--- config.mk ---
export PLATFORM = sky130hd
export DESIGN_NAME = fetch_unit
export DESIGN_NICKNAME = d
export VERILOG_FILES = /design/src/rtl/fetch_unit_pkg.sv /design/src/rtl/fetch_unit_fifo.sv /design/src/rtl/fetch_unit.sv
export SDC_FILE = /design/constraint.sdc
export NUM_CORES = 1
export LEC_CHECK = 0
export ABC_CLOCK_PERIOD_IN_PS = 2650
export CAP_MARGIN = 0
export CELL_PAD_IN_SITES_DETAIL_PLACEMENT = 1
export CELL_PAD_IN_SITES_GLOBAL_PLACEMENT = 1
export CORE_MARGIN = 4
export CORE_UTILIZATION = 45
export CTS_BUF_LIST = sky130_fd_sc_hd__clkbuf_4 sky130_fd_sc_hd__clkbuf_8 sky130_fd_sc_hd__clkbuf_16
export CTS_CLUSTER_SIZE = 14
export DETAILED_ROUTE_END_ITERATION = 12
export GPL_TIMING_DRIVEN = 0
export PLACE_DENSITY_LB_ADDON = 0.15
export SLEW_MARGIN = 20
export SYNTH_ARGS = -nofsm -noshare
export SYNTH_HDL_FRONTEND = slang
export SYNTH_SLANG_ARGS = --single-unit
--- constraint.sdc ---
create_clock -name clk -period 2.65 [get_ports clk]
set_input_delay 0.53 -clock clk [delete_from_list [all_inputs] [get_ports clk]]
set_output_delay 0.53 -clock clk [all_outputs]
set_load 0.005 [all_outputs]
--- src/rtl/fetch_unit_pkg.sv ---
// fetch_unit_pkg: shared fetch-state encoding and default reset/step constants
package fetch_unit_pkg;

    typedef enum logic {
        RUN,
        DRAIN
    } fetch_state_e;

    localparam logic [31:0] DEFAULT_RESET_PC = 32'h0000_0000;
    localparam int          DEFAULT_PC_STEP  = 4;

endpackage

--- src/rtl/fetch_unit_fifo.sv ---
// fetch_fifo: power-of-two circular FIFO with synchronous flush and occupancy count
module fetch_fifo #(
    parameter int W     = 32,
    parameter int DEPTH = 4,
    localparam int AW   = $clog2(DEPTH)
) (
    input  logic          clk,
    input  logic          reset,
    input  logic          flush_i,
    input  logic          push_i,
    input  logic [W-1:0]  wdata_i,
    input  logic          pop_i,
    output logic [W-1:0]  rdata_o,
    output logic [AW:0]   count_o
);

    logic [W-1:0]  mem_q [DEPTH];
    logic [AW-1:0] wr_ptr_q, rd_ptr_q;
    logic [AW:0]   count_q, count_d;

    // occupancy follows push/pop; both together leave it unchanged
    always_comb begin
        count_d = count_q + (AW+1)'(push_i) - (AW+1)'(pop_i);
    end

    // pointers wrap naturally because DEPTH is a power of two
    always_ff @(posedge clk or posedge reset) begin
        if (reset) begin
            wr_ptr_q <= '0;
            rd_ptr_q <= '0;
            count_q  <= '0;
        end else if (flush_i) begin
            wr_ptr_q <= '0;
            rd_ptr_q <= '0;
            count_q  <= '0;
        end else begin
            wr_ptr_q <= push_i ? wr_ptr_q + 1'b1 : wr_ptr_q;
            rd_ptr_q <= pop_i ? rd_ptr_q + 1'b1 : rd_ptr_q;
            count_q  <= count_d;
        end
    end

    // storage needs no reset; occupancy decides what is visible
    always_ff @(posedge clk) begin
        if (push_i)
            mem_q[wr_ptr_q] <= wdata_i;
    end

    assign rdata_o = mem_q[rd_ptr_q];
    assign count_o = count_q;

endmodule

--- src/rtl/fetch_unit.sv ---
// fetch_unit: PC generation, credit-limited instruction fetch, redirect flush and drain
module fetch_unit
    import fetch_unit_pkg::*;
#(
    parameter int                ADDR_W   = 32,
    parameter int                INSTR_W  = 32,
    parameter logic [ADDR_W-1:0] RESET_PC = ADDR_W'(DEFAULT_RESET_PC),
    parameter int                PC_STEP  = DEFAULT_PC_STEP,
    parameter int                FQ_DEPTH = 4
) (
    input  logic               clk,
    input  logic               reset,
    input  logic               redirect_valid,
    input  logic [ADDR_W-1:0]  redirect_addr,
    output logic               imem_req_valid,
    input  logic               imem_req_ready,
    output logic [ADDR_W-1:0]  imem_req_addr,
    input  logic               imem_rsp_valid,
    input  logic [INSTR_W-1:0] imem_rsp_data,
    output logic               out_valid,
    input  logic               out_ready,
    output logic [ADDR_W-1:0]  out_pc,
    output logic [INSTR_W-1:0] out_instr
);

    localparam int CW = $clog2(FQ_DEPTH) + 1;

    fetch_state_e                state_q, state_d;
    logic [ADDR_W-1:0]           pc_q, pc_d;
    logic [CW-1:0]               inflight_q, inflight_d;
    logic [CW-1:0]               drop_q, drop_d;
    logic [CW-1:0]               q_count, pend_count;
    logic [ADDR_W-1:0]           pend_pc;
    logic [ADDR_W+INSTR_W-1:0]   q_rdata;
    logic                        accept, rsp_run, q_pop;

    // a request only goes out when its response is guaranteed a queue slot
    assign imem_req_valid = !reset && !redirect_valid && state_q == RUN &&
                            ({1'b0, q_count} + {1'b0, inflight_q}) < (CW+1)'(FQ_DEPTH);
    assign imem_req_addr  = pc_q;
    assign accept         = imem_req_valid && imem_req_ready;
    assign rsp_run        = imem_rsp_valid && state_q == RUN && !redirect_valid && pend_count != '0;
    assign q_pop          = out_valid && out_ready && !redirect_valid;
    assign out_valid      = q_count != '0;
    assign out_pc         = out_valid ? q_rdata[ADDR_W+INSTR_W-1:INSTR_W] : '0;
    assign out_instr      = out_valid ? q_rdata[INSTR_W-1:0] : '0;

    // next PC, in-flight tracking and the RUN/DRAIN decision
    always_comb begin
        pc_d       = redirect_valid ? redirect_addr : accept ? pc_q + ADDR_W'(PC_STEP) : pc_q;
        inflight_d = inflight_q + CW'(accept) - CW'(imem_rsp_valid);
        state_d    = state_q;
        drop_d     = drop_q;
        if (redirect_valid) begin
            // every outstanding response belongs to a discarded path
            drop_d  = inflight_q - CW'(imem_rsp_valid);
            state_d = drop_d != '0 ? DRAIN : RUN;
        end else if (state_q == DRAIN && imem_rsp_valid) begin
            drop_d  = drop_q - 1'b1;
            state_d = drop_q == CW'(1) ? RUN : DRAIN;
        end
    end

    // state registers
    always_ff @(posedge clk or posedge reset) begin
        if (reset) begin
            state_q    <= RUN;
            pc_q       <= RESET_PC;
            inflight_q <= '0;
            drop_q     <= '0;
        end else begin
            state_q    <= state_d;
            pc_q       <= pc_d;
            inflight_q <= inflight_d;
            drop_q     <= drop_d;
        end
    end

    fetch_fifo #(.W(ADDR_W), .DEPTH(FQ_DEPTH)) u_pend (
        .clk     (clk),
        .reset   (reset),
        .flush_i (redirect_valid),
        .push_i  (accept),
        .wdata_i (pc_q),
        .pop_i   (rsp_run),
        .rdata_o (pend_pc),
        .count_o (pend_count)
    );

    fetch_fifo #(.W(ADDR_W + INSTR_W), .DEPTH(FQ_DEPTH)) u_queue (
        .clk     (clk),
        .reset   (reset),
        .flush_i (redirect_valid),
        .push_i  (rsp_run),
        .wdata_i ({pend_pc, imem_rsp_data}),
        .pop_i   (q_pop),
        .rdata_o (q_rdata),
        .count_o (q_count)
    );

endmodule

## Yosys cells after proc, flatten, opt, wreduce, memory -nomap -nowiden

Memory sizes are Yosys's and may differ from the RTL's.
Cells that the tools add are included.

| storage, ports and cells | value |
|---|---|
| bits in registers | 53 |
| memory bits (writable) | 384 |
| input port bits | 70 |
| logic and storage cells | 72 |
| memories | 2 |

| operators by class | value |
|---|---|
| add/subtract/negate cells | 14 |
| $lt $le $gt $ge | 1 |
| equality and inequality tests | 1 |
| multiplexer cells | 24 |
| bitwise gates (word level) | 1 |
| reductions and logical operators | 19 |

Memory list:

| name | depth | width | rd ports | clocked after Yosys merged registers in | write ports | line | text |
|---|---|---|---|---|---|---|---|
| u_queue.mem_q | 4 | 64 | 1 | 0 | 1 | fetch_unit_fifo.sv:17 | `logic [W-1:0] mem_q [DEPTH];` |
| u_pend.mem_q | 4 | 32 | 1 | 0 | 1 | fetch_unit_fifo.sv:17 |  |

Operators with widths:

| kind | count |
|---|---|
| $mux 32 | 4 |
| $add 32x3->32 const B | 1 |
| $mux 2 | 8 |
| $mux 3 | 4 |
| $sub 3x1->3 | 4 |
| $logic_and 1x1->1 | 10 |
| $add 3x1->3 | 3 |
| $reduce_bool 3->1 | 3 |
| $add 2x1->2 const B | 4 |
| $mux 1 | 8 |
| $reduce_bool 2->1 | 4 |
| $add 3x3->4 | 1 |
| $lt 4x3->1 const B | 1 |
| $eq 3x1->1 const B | 1 |
| $sub 3x1->3 const B | 1 |
| $logic_not 1->1 | 2 |
| $not 1->1 | 1 |

## Logic depth before layout (Yosys ltp)

Gate-level depths: netlist of the first run.

| logic depth | value |
|---|---|
| depth after elaboration | 8 |
| gate-level depth with buffers | 11 |

## Modules after synthesis

A second synthesis of the first run with hierarchy kept.

| unflattened totals | value |
|---|---|
| cells, all modules | 909 |
| area total of the unflattened synthesis | 17618.1 µm² |

Modules (own cells, without submodules):

| module | times used | cells an instance | area an instance (µm²) | sequential area each (µm²) |
|---|---|---|---|---|
| fetch_fifo at u_queue | 1 | 372 | 9685.5 | 7862.5 |
| fetch_fifo at u_pend | 1 | 205 | 5089.9 | 4018.9 |
| fetch_unit | 1 | 332 | 2842.7 | 975.9 |

## Worst setup path before layout of the first run

OpenSTA, ideal clock, no wires.

| path | value |
|---|---|
| path kind | input to register |
| start | input redirect_valid |
| end | memory u_queue.mem_q[0][0] (netlist name) (enable) |
| library setup time | 0.429 ns |
| arrival | 2.675 ns |
| setup slack | -0.454 ns |
| cell stages on the path | 4 |
| cell sequence | nor2_2 -> o311ai_0 -> clkinv_1 -> and2_1 |

| on the way | value |
|---|---|
| word-level cells in the longest chain between the ends | 5 |

Ends and longest elaborated chain:

| item | line | text |
|---|---|---|
| start: declaration | fetch_unit.sv:13 | `input logic redirect_valid,` |
| $logic_not 1->1 | fetch_unit.sv:42 | `assign rsp_run = imem_rsp_valid && state_q == RUN && !redirect_valid && pend_count != '0;` |
| $logic_and 1x1->1 (2 in series) | fetch_unit.sv:42 |  |
| $mux 1 | fetch_unit_fifo.sv:45 | `if (push_i)` |
| $mux 1 (implied by the code) | fetch_unit_fifo.sv:46 | `mem_q[wr_ptr_q] <= wdata_i;` |
| end: declaration | fetch_unit_fifo.sv:17 |  |

Every way passes these cells.

## Worst setup path in the final report of the first run

| path | value |
|---|---|
| start | register u_queue.rd_ptr_q[0] |
| end | output out_pc[25] |

| on the way | value |
|---|---|
| word-level cells in the longest chain between the ends | 2 |

Ends and longest elaborated chain:

| item | line | text |
|---|---|---|
| start: declaration | fetch_unit_fifo.sv:18 | `logic [AW-1:0] wr_ptr_q, rd_ptr_q;` |
| start signal: assignment | fetch_unit_fifo.sv:38 | `rd_ptr_q <= pop_i ? rd_ptr_q + 1'b1 : rd_ptr_q;` |
| $mem_v2 4x64 | -- |  |
| $mux 32 | fetch_unit.sv:45 | `assign out_pc = out_valid ? q_rdata[ADDR_W+INSTR_W-1:INSTR_W] : '0;` |
| end: declaration | fetch_unit.sv:22 | `output logic [ADDR_W-1:0] out_pc,` |

Every way passes these cells.

==> results.json, run 1 <==
{
  "path_buf_inv": 6,
  "cts_max_path_buffers": 3,
  "rows": 71,
  "drc_errors": 0,
  "worst_pin_slew_ns": 0.701,
  "holdWs_ns": 0.501,
  "slowest_stage": "dfrtp_2",
  "portBuffers": 167,
  "drt-wirelength-per-cell_um": 24.2,
  "dp_cells": 1605,
  "reg2regPathDepth": 11,
  "hold_viol": 0,
  "vdd_drop_max_mv": 0.454,
  "reg2reg_to": "inflight_q[1]",
  "synth_fa_ha_area_share_pct": 1.84,
  "synth_compound_area_share_pct": 2.43,
  "detailed_place_hpwl_um": 25900,
  "via_count": 9533,
  "synthMuxAreaShare_pct": 12.8,
  "critPathLaunch": "u_queue.rd_ptr_q[0]",
  "critPathRequiredTime_ns": 2.12,
  "crit_type": "flop to output pin",
  "cellLeakagePower_nw": 7.81,
  "yosys_warnings": 0,
  "syn-cell-area_um2": 17500,
  "drive_gt1_share_pct": 32.8,
  "status": "finished with violations",
  "clock-sinks": 437,
  "wl_um": 42400,
  "p_per_area_nw_per_um2": 829,
  "n_antenna_cell": 0,
  "rsz0062_at_grt": "yes",
  "synth_edf_count": 384,
  "fillerInstances": 3448,
  "cp_top_family": "buffers and inverters",
  "track_usage_pct": 20.4,
  "r2r_start": "u_queue.count_o[2]",
  "dieArea_um2": 42100,
  "dr.first_iter.drc_count": 528,
  "final_nets": 1296,
  "area_delta_synth_final_pct": 28.2,
  "hold_buffers": 0,
  "final_area_um2": 22400,
  "drtAntennaViolNets": 0,
  "gp_congestion": 0.800,
  "numCtsBuffers": 45,
  "endpoint_kind": "output pin",
  "fin_ws_ns": -0.174,
  "cts_tree": "built",
  "cap_violations": 0,
  "grt_pass1_wl_um": 64500,
  "crit_path_cell_trace": "buf_12 > buf_12 > buf_12 > buf_6 > buf_6 > mux4_2 > and2_4 > buf_6",
  "synthXorXnorAreaFrac_pct": 1.05,
  "synth_cell_types": 51,
  "slew_violations": 0,
  "insertion_delay_ns": 0.56,
  "viasPerCell": 5.45,
  "synthArstFlopShare_pct": 12.1,
  "worstPathArrival_ns": 2.29,
  "coreArea_um2": 38000,
  "ios": 168,
  "clk_pin_slew_ns": 0.06,
  "first_pass_iters": 4,
  "violations": "setup timing",
  "syn_avg_cell_area_um2": 19.0,
  "place_area_um2": 20000,
  "synth_top_family_by_area": "multiplexers",
  "cp-start-kind": "flop",
  "ys_seq_area_share_pct": 73.5,
  "period_share_pct": 107,
  "synth_seq_cells": 437,
  "cts-root-buf": "clkbuf_16",
  "setup_tns_ns": -3.47,
  "r2r_slack_ns": 0.10,
  "finalSetupViolations": 46,
  "grt_pass1_vias": 10300,
  "grt_max_degree": 39,
  "die_h_um": 205,
  "synth_fp_nets": 1016,
  "antenna_found_initial": 1,
  "cp.depth": 8,
  "die_w_um": 205,
  "fin_cells": 1749,
  "fmax_mhz": 354,
  "grt_overflow": 0,
  "slew_headroom_pct": 53.3,
  "max_stage_delay_ns": 0.44,
  "synth_ff_type": "edfxtp_1",
  "htree_num_levels": 2,
  "fin_crit_ns": 2.82,
  "fin_util_pct": 59.0,
  "start_util_pct": 46.0,
  "synth-simple-area-share_pct": 6.75,
  "hp-class": "input port to asynchronous set/reset pin",
  "syn_inst": 922,
  "cp_max_fo": 6,
  "fin_worst_skew_ns": 0.0201
}
## cell type report
| cell class | count | area, um2 | area share, % |
|---|---|---|---|
| timing repair buffer | 231 | 2410 | 10.8 |
| sequential | 437 | 12900 | 57.3 |
| multi-input combinational | 423 | 4580 | 20.4 |
| clock inverter | 19 | 150 | 0.669 |
| clock buffer | 64 | 1320 | 5.89 |
| inverter | 24 | 101 | 0.451 |
| buffer | 40 | 378 | 1.68 |
| tap | 511 | 639 | 2.85 |
## logic make-up after synthesis
logic type	count (synthesis)
AO/OA/AOI/OAI	66
XOR/XNOR	21
adder cells (fa/ha/maj)	24
buffers and inverters	66
flip-flops	437
multiplexers	104
AND/OR/NAND/NOR	204
## worst register-to-register path: cells and delay by family (launching register included)
kind          cells  cell delay, ns
flops             1            0.43
simple gates      2            0.42
fa+ha+maj         4            1.18
buf+inv           5            0.41
## routing by layer
layer	global-route usage (%)	vias up	share of wire [%]
met5	0	-	0.031
met3	3.31	64	4.9
met2	34.4	259	50
li1	-	4226	-
met1	28.5	4982	43
met4	4.16	2	1.7
## where the power goes
| part | switching [mW] | internal [mW] |
|---|---|---|
| Clock | 2.54 | 3.68 |
| Sequential | 0.260 | 7.67 |
| Combinational | 1.73 | 2.74 |
## flip-flops by register name (all words and copies together), names as in the netlist
| name | cells |
|---|---|
| u_queue.mem_q | 256 |
| u_queue.rd_ptr_q | 2 |
| state_q | 1 |
| u_pend.wr_ptr_q | 2 |
| u_queue.wr_ptr_q | 2 |
| u_pend.mem_q | 128 |
| imem_req_addr | 32 |
| drop_q | 3 |
| inflight_q | 3 |
| u_pend.count_o | 3 |
| u_pend.rd_ptr_q | 2 |
| u_queue.count_o | 3 |
## worst max path at each step
stage	endpoint	slack (ns)
final	out_pc[25]	-0.17
after global routing	out_instr[1]	-0.24
after CTS	out_instr[15]	-0.20
after detailed placement	u_queue.count_o[2]	-1.08
after global placement	u_queue.mem_q[1][44]	-1.41
after floorplan	u_pend.mem_q[0][0]	0.23
## through the flow
step	power, mW	setup WS [ns]
detailed placement	11.3	-1.08
global placement	11.2	-1.41
global route	19.4	-0.239
CTS	18.5	-0.202
finish	18.6	-0.174
floorplan	9.58	0.231
## cells in the final DEF, fill, tap and decap left out, drive strengths merged, types with 3 or more instances in the layout
| cell type | count |
|---|---|
| a31o | 3 |
| clkdlybuf4s50 | 102 |
| a21oi | 4 |
| edfxtp | 384 |
| inv | 24 |
| nand2 | 48 |
| xnor2 | 13 |
| ha | 21 |
| nand3 | 16 |
| and3 | 6 |
| nor4 | 6 |
| xor2 | 8 |
| nor3 | 3 |
| and4 | 4 |
| and2 | 80 |
| mux2 | 4 |
| fa | 3 |
| nor2 | 22 |
| mux2i | 4 |
| clkinv | 16 |
| nand4 | 18 |
| a31oi | 5 |
| o311ai | 6 |
| mux4 | 96 |
| o21ai | 31 |
| clkbuf | 84 |
| o211ai | 6 |
| dfrtp | 53 |
| dlygate4sd2 | 9 |
| buf | 139 |
## cells in the mapped netlist, types with 4 or more instances
master | n | share of area [%]
o211ai_1 | 6 | 0.26
o311ai_1 | 4 | 0.20
inv_1 | 21 | 0.45
and4_1 | 4 | 0.20
clkbuf_1 | 19 | 0.41
xnor2_1 | 13 | 0.65
and3_1 | 6 | 0.21
ha_1 | 21 | 1.5
xor2_1 | 8 | 0.40
buf_2 | 14 | 0.40
nor2_1 | 20 | 0.43
mux2_2 | 4 | 0.26
nand4_1 | 15 | 0.54
o21ai_0 | 28 | 0.80
mux2i_1 | 4 | 0.23
edfxtp_1 | 384 | 66
nand2_1 | 48 | 1.0
a21oi_1 | 4 | 0.11
buf_1 | 5 | 0.11
mux4_2 | 96 | 12
dfrtp_1 | 53 | 7.6
and2_1 | 76 | 2.7
a31oi_1 | 5 | 0.18
nand3_1 | 16 | 0.46
## repair_timing
item                                    4_1_cts  5_1_grt
resized for setup                           376       64
setup buffers                                52       12
cloned                                        8        0
endpoints found under the setup margin      349      187
hold endpoints to repair                      0        0
pin swaps                                    54        7
No activity file was read; power rests on OpenSTA's default activity.
==> inputs of run 2 (changes only) <==
Settings changed: REMOVE_ABC_BUFFERS from default to 1.
==> run 2 against run 1 <==
The flow still finishes with violations (setup timing). Register-to-register slack is essentially flat. Maximum frequency rose by 2.3%. Clock skew is essentially flat. Flip-flop and latch count is the same. Core utilization hardly changed. Clock power up 2%. Non-clock buffer count decreased by 28.
==> results.json, run 2 (synthesis gave the netlist of run 1 again) <==
{
  "first_pass_iters": 5,
  "rsz0062_at_grt": "yes",
  "rows": 71,
  "max_stage_delay_ns": 0.50,
  "p_int_mw": 14.3,
  "cp.depth": 6,
  "via_count": 9401,
  "sw_frac_of_total_pct": 24.4,
  "fmax_mhz": 362,
  "seq_area_um2": 12900,
  "worstPathArrival_ns": 2.23,
  "portBuffers": 167,
  "finalSetupViolations": 57,
  "multi_input_area_um2": 4530,
  "ios": 168,
  "status": "finished with violations",
  "setup_tns_ns": -3.37,
  "pwr-share-comb_pct": 24.3,
  "detailed_place_hpwl_um": 24800,
  "antenna_found_initial": 0,
  "cts_max_path_buffers": 3,
  "top_register": "u_queue.mem_q",
  "cp-start-kind": "flop",
  "grt_pass1_vias": 10000,
  "hold_viol": 0,
  "dp_slack_ns": -0.784,
  "slew_headroom_pct": 51.7,
  "final_nets": 1266,
  "crit_path_cell_trace": "buf_12 > buf_16 > buf_12 > mux4_2 > and2_4 > buf_6",
  "fin_ws_ns": -0.112,
  "hp-class": "input port to asynchronous set/reset pin",
  "n_antenna_cell": 0,
  "clock-sinks": 437,
  "fillerInstances": 3436,
  "drc_errors": 0,
  "final_cell_mix": "edfxtp_1 (384), clkdlybuf4s50_1 (100), mux4_2 (96)",
  "clk_pin_slew_ns": 0.06,
  "cp_top_family": "buffers and inverters",
  "die_h_um": 205,
  "htree_num_levels": 2,
  "reg2regPathDepth": 11,
  "area_delta_synth_final_pct": 28.2,
  "slew_violations": 0,
  "dieArea_um2": 42100,
  "cp_max_fo": 6,
  "period_share_pct": 104,
  "violations": "setup timing",
  "viasPerCell": 5.47,
  "crit_type": "flop to output pin",
  "layout_commonest_cell": "edfxtp_1",
  "crit_top_cell": "buf_12",
  "gp_congestion": 0.755,
  "wl_um": 42100,
  "vdd_drop_max_mv": 0.470,
  "slowest_stage": "dfrtp_4",
  "start_util_pct": 46.0,
  "worst_pin_slew_ns": 0.724,
  "cts-root-buf": "clkbuf_16",
  "drive_gt1_share_pct": 33.1,
  "largest_register_ff_count": 256,
  "cellLeakagePower_nw": 7.75,
  "grt_pass1_wl_um": 63800,
  "p_per_area_nw_per_um2": 841,
  "fin_crit_ns": 2.76,
  "drt-wirelength-per-cell_um": 24.5,
  "cts_tree": "built",
  "dr.first_iter.drc_count": 592,
  "track_usage_pct": 20.2,
  "fin_cells": 1718,
  "insertion_delay_ns": 0.56,
  "critPathRequiredTime_ns": 2.12,
  "numCtsBuffers": 46,
  "fin_worst_skew_ns": 0.0203,
  "endpoint_kind": "output pin",
  "coreArea_um2": 38000,
  "die_w_um": 205,
  "p_clk_share_pct": 33.7,
  "cap_violations": 0,
  "pwr-share-seq_pct": 42.0,
  "drtAntennaViolNets": 0,
  "path_buf_inv": 4,
  "dp_cells": 1573,
  "grt_max_degree": 60,
  "grt_overflow": 0,
  "hold_buffers": 0,
  "switchingPower_mw": 4.60
}
==> run 2: power by group through the flow <==
stage	clock, mW	sequential (mW)	combinational, mW
floorplan	0	8.14	1.41
global placement	0	8.30	2.71
detailed placement	0	8.10	3.27
CTS	6.53	7.92	4.33
global route	6.85	7.95	4.93
finish	6.36	7.93	4.59
==> run 2: final timing paths <==
path                                     start            endpoint  slack (ns)
max in group asynchronous                reset    imem_req_addr[1]        1.71
setup reg to reg            u_queue.count_o[2]  u_queue.count_o[2]        0.11
hold reg to reg               imem_req_addr[0]  u_pend.mem_q[1][0]        0.54
min in group clk                redirect_valid  u_queue.count_o[1]        0.50
setup / recovery           u_queue.rd_ptr_q[0]       out_instr[23]       -0.11
hold / removal                           reset   imem_req_addr[17]        0.42
==> run 2: metrics by stage <==
step / total power, mW / util (%) / area, um2 / hold slack (ns)
final: 18.9 / 59.0 / 22400 / 0.422
after global routing: 19.7 / 59.0 / 22400 / 0.440
after CTS: 18.8 / 58.5 / 22200 / 0.417
after detailed placement: 11.4 / 52.6 / 20000 / 0.536
after global placement: 11.0 / 51.6 / 19600 / 0.527
after floorplan: 9.55 / - / 17300 / 0.501
==> run 2: final cells by class <==
cell class	count	area share, %
tap	511	2.85
sequential	437	57.4
clock buffer	65	5.87
clock inverter	18	0.847
inverter	24	0.474
timing repair buffer	243	12.4
multi-input combinational	420	20.2
==> run 2: what timing repair did <==
item	CTS	global route
gates cloned	6	0
pin swaps	36	7
setup endpoints to repair	330	69
setup buffers	48	9
gates resized for setup	355	44
==> run 2: layer usage <==
metal	up-vias	wire, um	global-route usage (%)	part of all wire, %
met5	-	0	0	0
met4	0	801	4.57	1.9
met3	53	1840	3.94	4.4
met2	224	20100	31.8	48
met1	4950	19300	29.8	46
li1	4174	-	-	-
==> inputs of run 3 (changes only) <==
Settings changed: ABC_CLOCK_PERIOD_IN_PS 2650 to 3330, CORE_UTILIZATION 45 to 50.
Clock period 2.65 ns to 3.33 ns, I/O delays scaled along.
==> run 3 against run 2 <==
Register-to-register slack better by 0.33 ns. The flow now finishes without violations. Final area down 3.5%. Combinational power down 43%. Clock skew barely moved. Critical path type unchanged. Clock-buffer cell count fell by 3. Worst hold slack gained 0.13 ns. Flip-flop and latch count is the same. Setup slack improved by 0.24 ns.
==> results.json, run 3 (synthesis gave the netlist of run 1 again) <==
{
  "switchingPower_mw": 3.36,
  "portBuffers": 167,
  "slew_violations": 0,
  "insertion_delay_ns": 0.55,
  "antenna_found_initial": 1,
  "r2r_slack_ns": 0.44,
  "maxUsedRoutingLayer": "met4",
  "drc_errors": 0,
  "grt_overflow": 0,
  "dp_cells": 1518,
  "min_to": "inflight_q[0]",
  "largest_register_ff_count": 256,
  "status": "finished, final reports clean",
  "fin_cells": 1609,
  "finalPower_mw": 14.2,
  "rows": 68,
  "top_register": "u_queue.mem_q",
  "slew_headroom_pct": 51.9,
  "wl_um": 40100,
  "vdd_drop_max_mv": 0.424,
  "r2r_start": "inflight_q[1]",
  "period_share_pct": 96.1,
  "route.met2.wl_um": 20100,
  "pwr-share-seq_pct": 44.5,
  "dieArea_um2": 38100,
  "cp_top_family": "buffers and inverters",
  "cts_resized": 0,
  "sw_frac_of_total_pct": 23.7,
  "cp-start-kind": "flop",
  "final_cell_mix": "edfxtp_1 (384), clkdlybuf4s50_1 (166), mux4_2 (96)",
  "die_w_um": 195,
  "dr.first_iter.drc_count": 597,
  "via_count": 9173,
  "crit_path_cell_trace": "buf_16 > mux4_2 > and2_1 > clkdlybuf4s50_1",
  "worst_pin_slew_ns": 0.716,
  "p_clk_share_pct": 37.1,
  "track_usage_pct": 21.3,
  "ios": 168,
  "coreArea_um2": 34500,
  "n_antenna_cell": 0,
  "cts_max_path_buffers": 3,
  "critPathRequiredTime_ns": 2.66,
  "gp_congestion": 0.712,
  "reg2regPathDepth": 6,
  "grt_pass1_wl_um": 62200,
  "cts-root-buf": "clkbuf_16",
  "hp-class": "flop to flop",
  "p_per_area_nw_per_um2": 655,
  "area_delta_synth_final_pct": 23.7,
  "crit_type": "flop to output pin",
  "min-delay-start": "inflight_q[0]",
  "hold_viol": 0,
  "grt_pass1_vias": 9951,
  "die_h_um": 195,
  "cts_tree": "built",
  "cp_max_fo": 32,
  "slowest_stage": "mux4_2",
  "detailed_place_hpwl_um": 25100,
  "drive_gt1_share_pct": 19.4,
  "cap_violations": 0,
  "fin_crit_ns": 3.20,
  "cellLeakagePower_nw": 7.17,
  "wl_met3_um": 1750,
  "pwr-share-comb_pct": 18.4,
  "wl_met1_um": 17700,
  "hold_depth": 1,
  "clk_pin_slew_ns": 0.06,
  "path_buf_inv": 2,
  "start_util_pct": 50.7,
  "max_stage_delay_ns": 0.56,
  "fin_worst_skew_ns": 0.0200,
  "reg2reg_to": "u_pend.mem_q[0][13]",
  "p_int_mw": 10.8,
  "drtAntennaViolNets": 0,
  "first_pass_iters": 5,
  "worstPathArrival_ns": 2.53,
  "endpoint_kind": "output pin",
  "numCtsBuffers": 47,
  "htree_num_levels": 2,
  "finalSetupViolations": 0,
  "final_nets": 1210,
  "viasPerCell": 5.70,
  "layout_commonest_cell": "edfxtp_1",
  "fmax_mhz": 313,
  "clock-sinks": 437,
  "rsz0062_at_grt": "no",
  "drt-wirelength-per-cell_um": 24.9,
  "grt_max_degree": 42
}
run 3: cell types whose count changed in the layout (fill, tap and decap cells not counted), moves of 4 or more:
cell / previous run / this run
buf_8: 5 / 0
clkinv_2: 11 / 7
and2_4: 52 / 4
clkinv_1: 4 / 12
clkdlybuf4s50_1: 100 / 166
and2_1: 24 / 68
buf_4: 17 / 1
buf_2: 20 / 1
clkbuf_4: 17 / 11
buf_12: 19 / 9
buf_6: 66 / 0
and2_2: 0 / 4
run 3: power by group through the flow:
stage,Clock [mW],Combinational (mW),Sequential (mW)
5_1_grt,5.66,2.84,6.33
2_1_floorplan,0,1.12,6.47
6_report,5.27,2.61,6.31
3_5_place_dp,0,2.56,6.46
4_1_cts,5.39,2.69,6.31
3_3_place_gp,0,2.34,6.60
run 3: layer usage:
layer  track usage [%]  vias to the layer above
met4              4.14                        0
met1              31.0                     4834
met3              2.93                       50
met5                 0                        -
li1                  -                     4051
met2              35.4                      238
run 3: worst reg2reg max path, cell delays in order, from the launching register on:
cell      delay [ns]
dfrtp_1         0.44
ha_1            0.26
nor4_4          0.42
nand4_4         0.31
clkinv_2        0.37
and2_2          0.56
buf_16          0.24
run 3: stage by stage:
step | setup slack, ns | area, um2 | TNS, ns | utilization, % | hold WS (ns)
after floorplan | -0.752 | 17300 | -48.12 | - | 0.501
after global placement | -3.75 | 19600 | -1483.24 | 56.6 | 0.513
after detailed placement | -0.168 | 20000 | -5.87 | 57.8 | 0.539
after CTS | 0.100 | 21600 | 0 | 62.7 | 0.552
after global routing | 0.0192 | 21700 | 0 | 62.7 | 0.553
final | 0.131 | 21700 | 0 | 62.7 | 0.547
run 3: timing repair:
action	in CTS	in global routing
buffers inserted	4	0
hold buffers	0	0
endpoints found under the setup margin	57	0
run 3: cell type report:
cell class / count / area (um2)
well taps: 455 / 569
repair buffers: 187 / 2130
fillers: 2961 / 12900
flip-flops and latches: 437 / 12900
multi-input cells: 419 / 4390
inverters: 24 / 93.8
clock buffers: 62 / 1340
clock inverters: 25 / 262
run 3: worst max-delay path by stage:
| stage | start | end | depth (start not counted) |
|---|---|---|---|
| 4_1_cts | u_queue.rd_ptr_q[0] | out_pc[0] | 5 |
| 5_1_grt | u_queue.rd_ptr_q[0] | out_pc[12] | 5 |
| 3_3_place_gp | redirect_valid | u_queue.mem_q[0][27] | 5 |
| 3_5_place_dp | redirect_valid | u_pend.count_o[2] | 12 |
| 6_report | u_queue.rd_ptr_q[0] | out_pc[28] | 4 |
| 2_1_floorplan | u_queue.rd_ptr_q[0] | out_instr[0] | 2 |
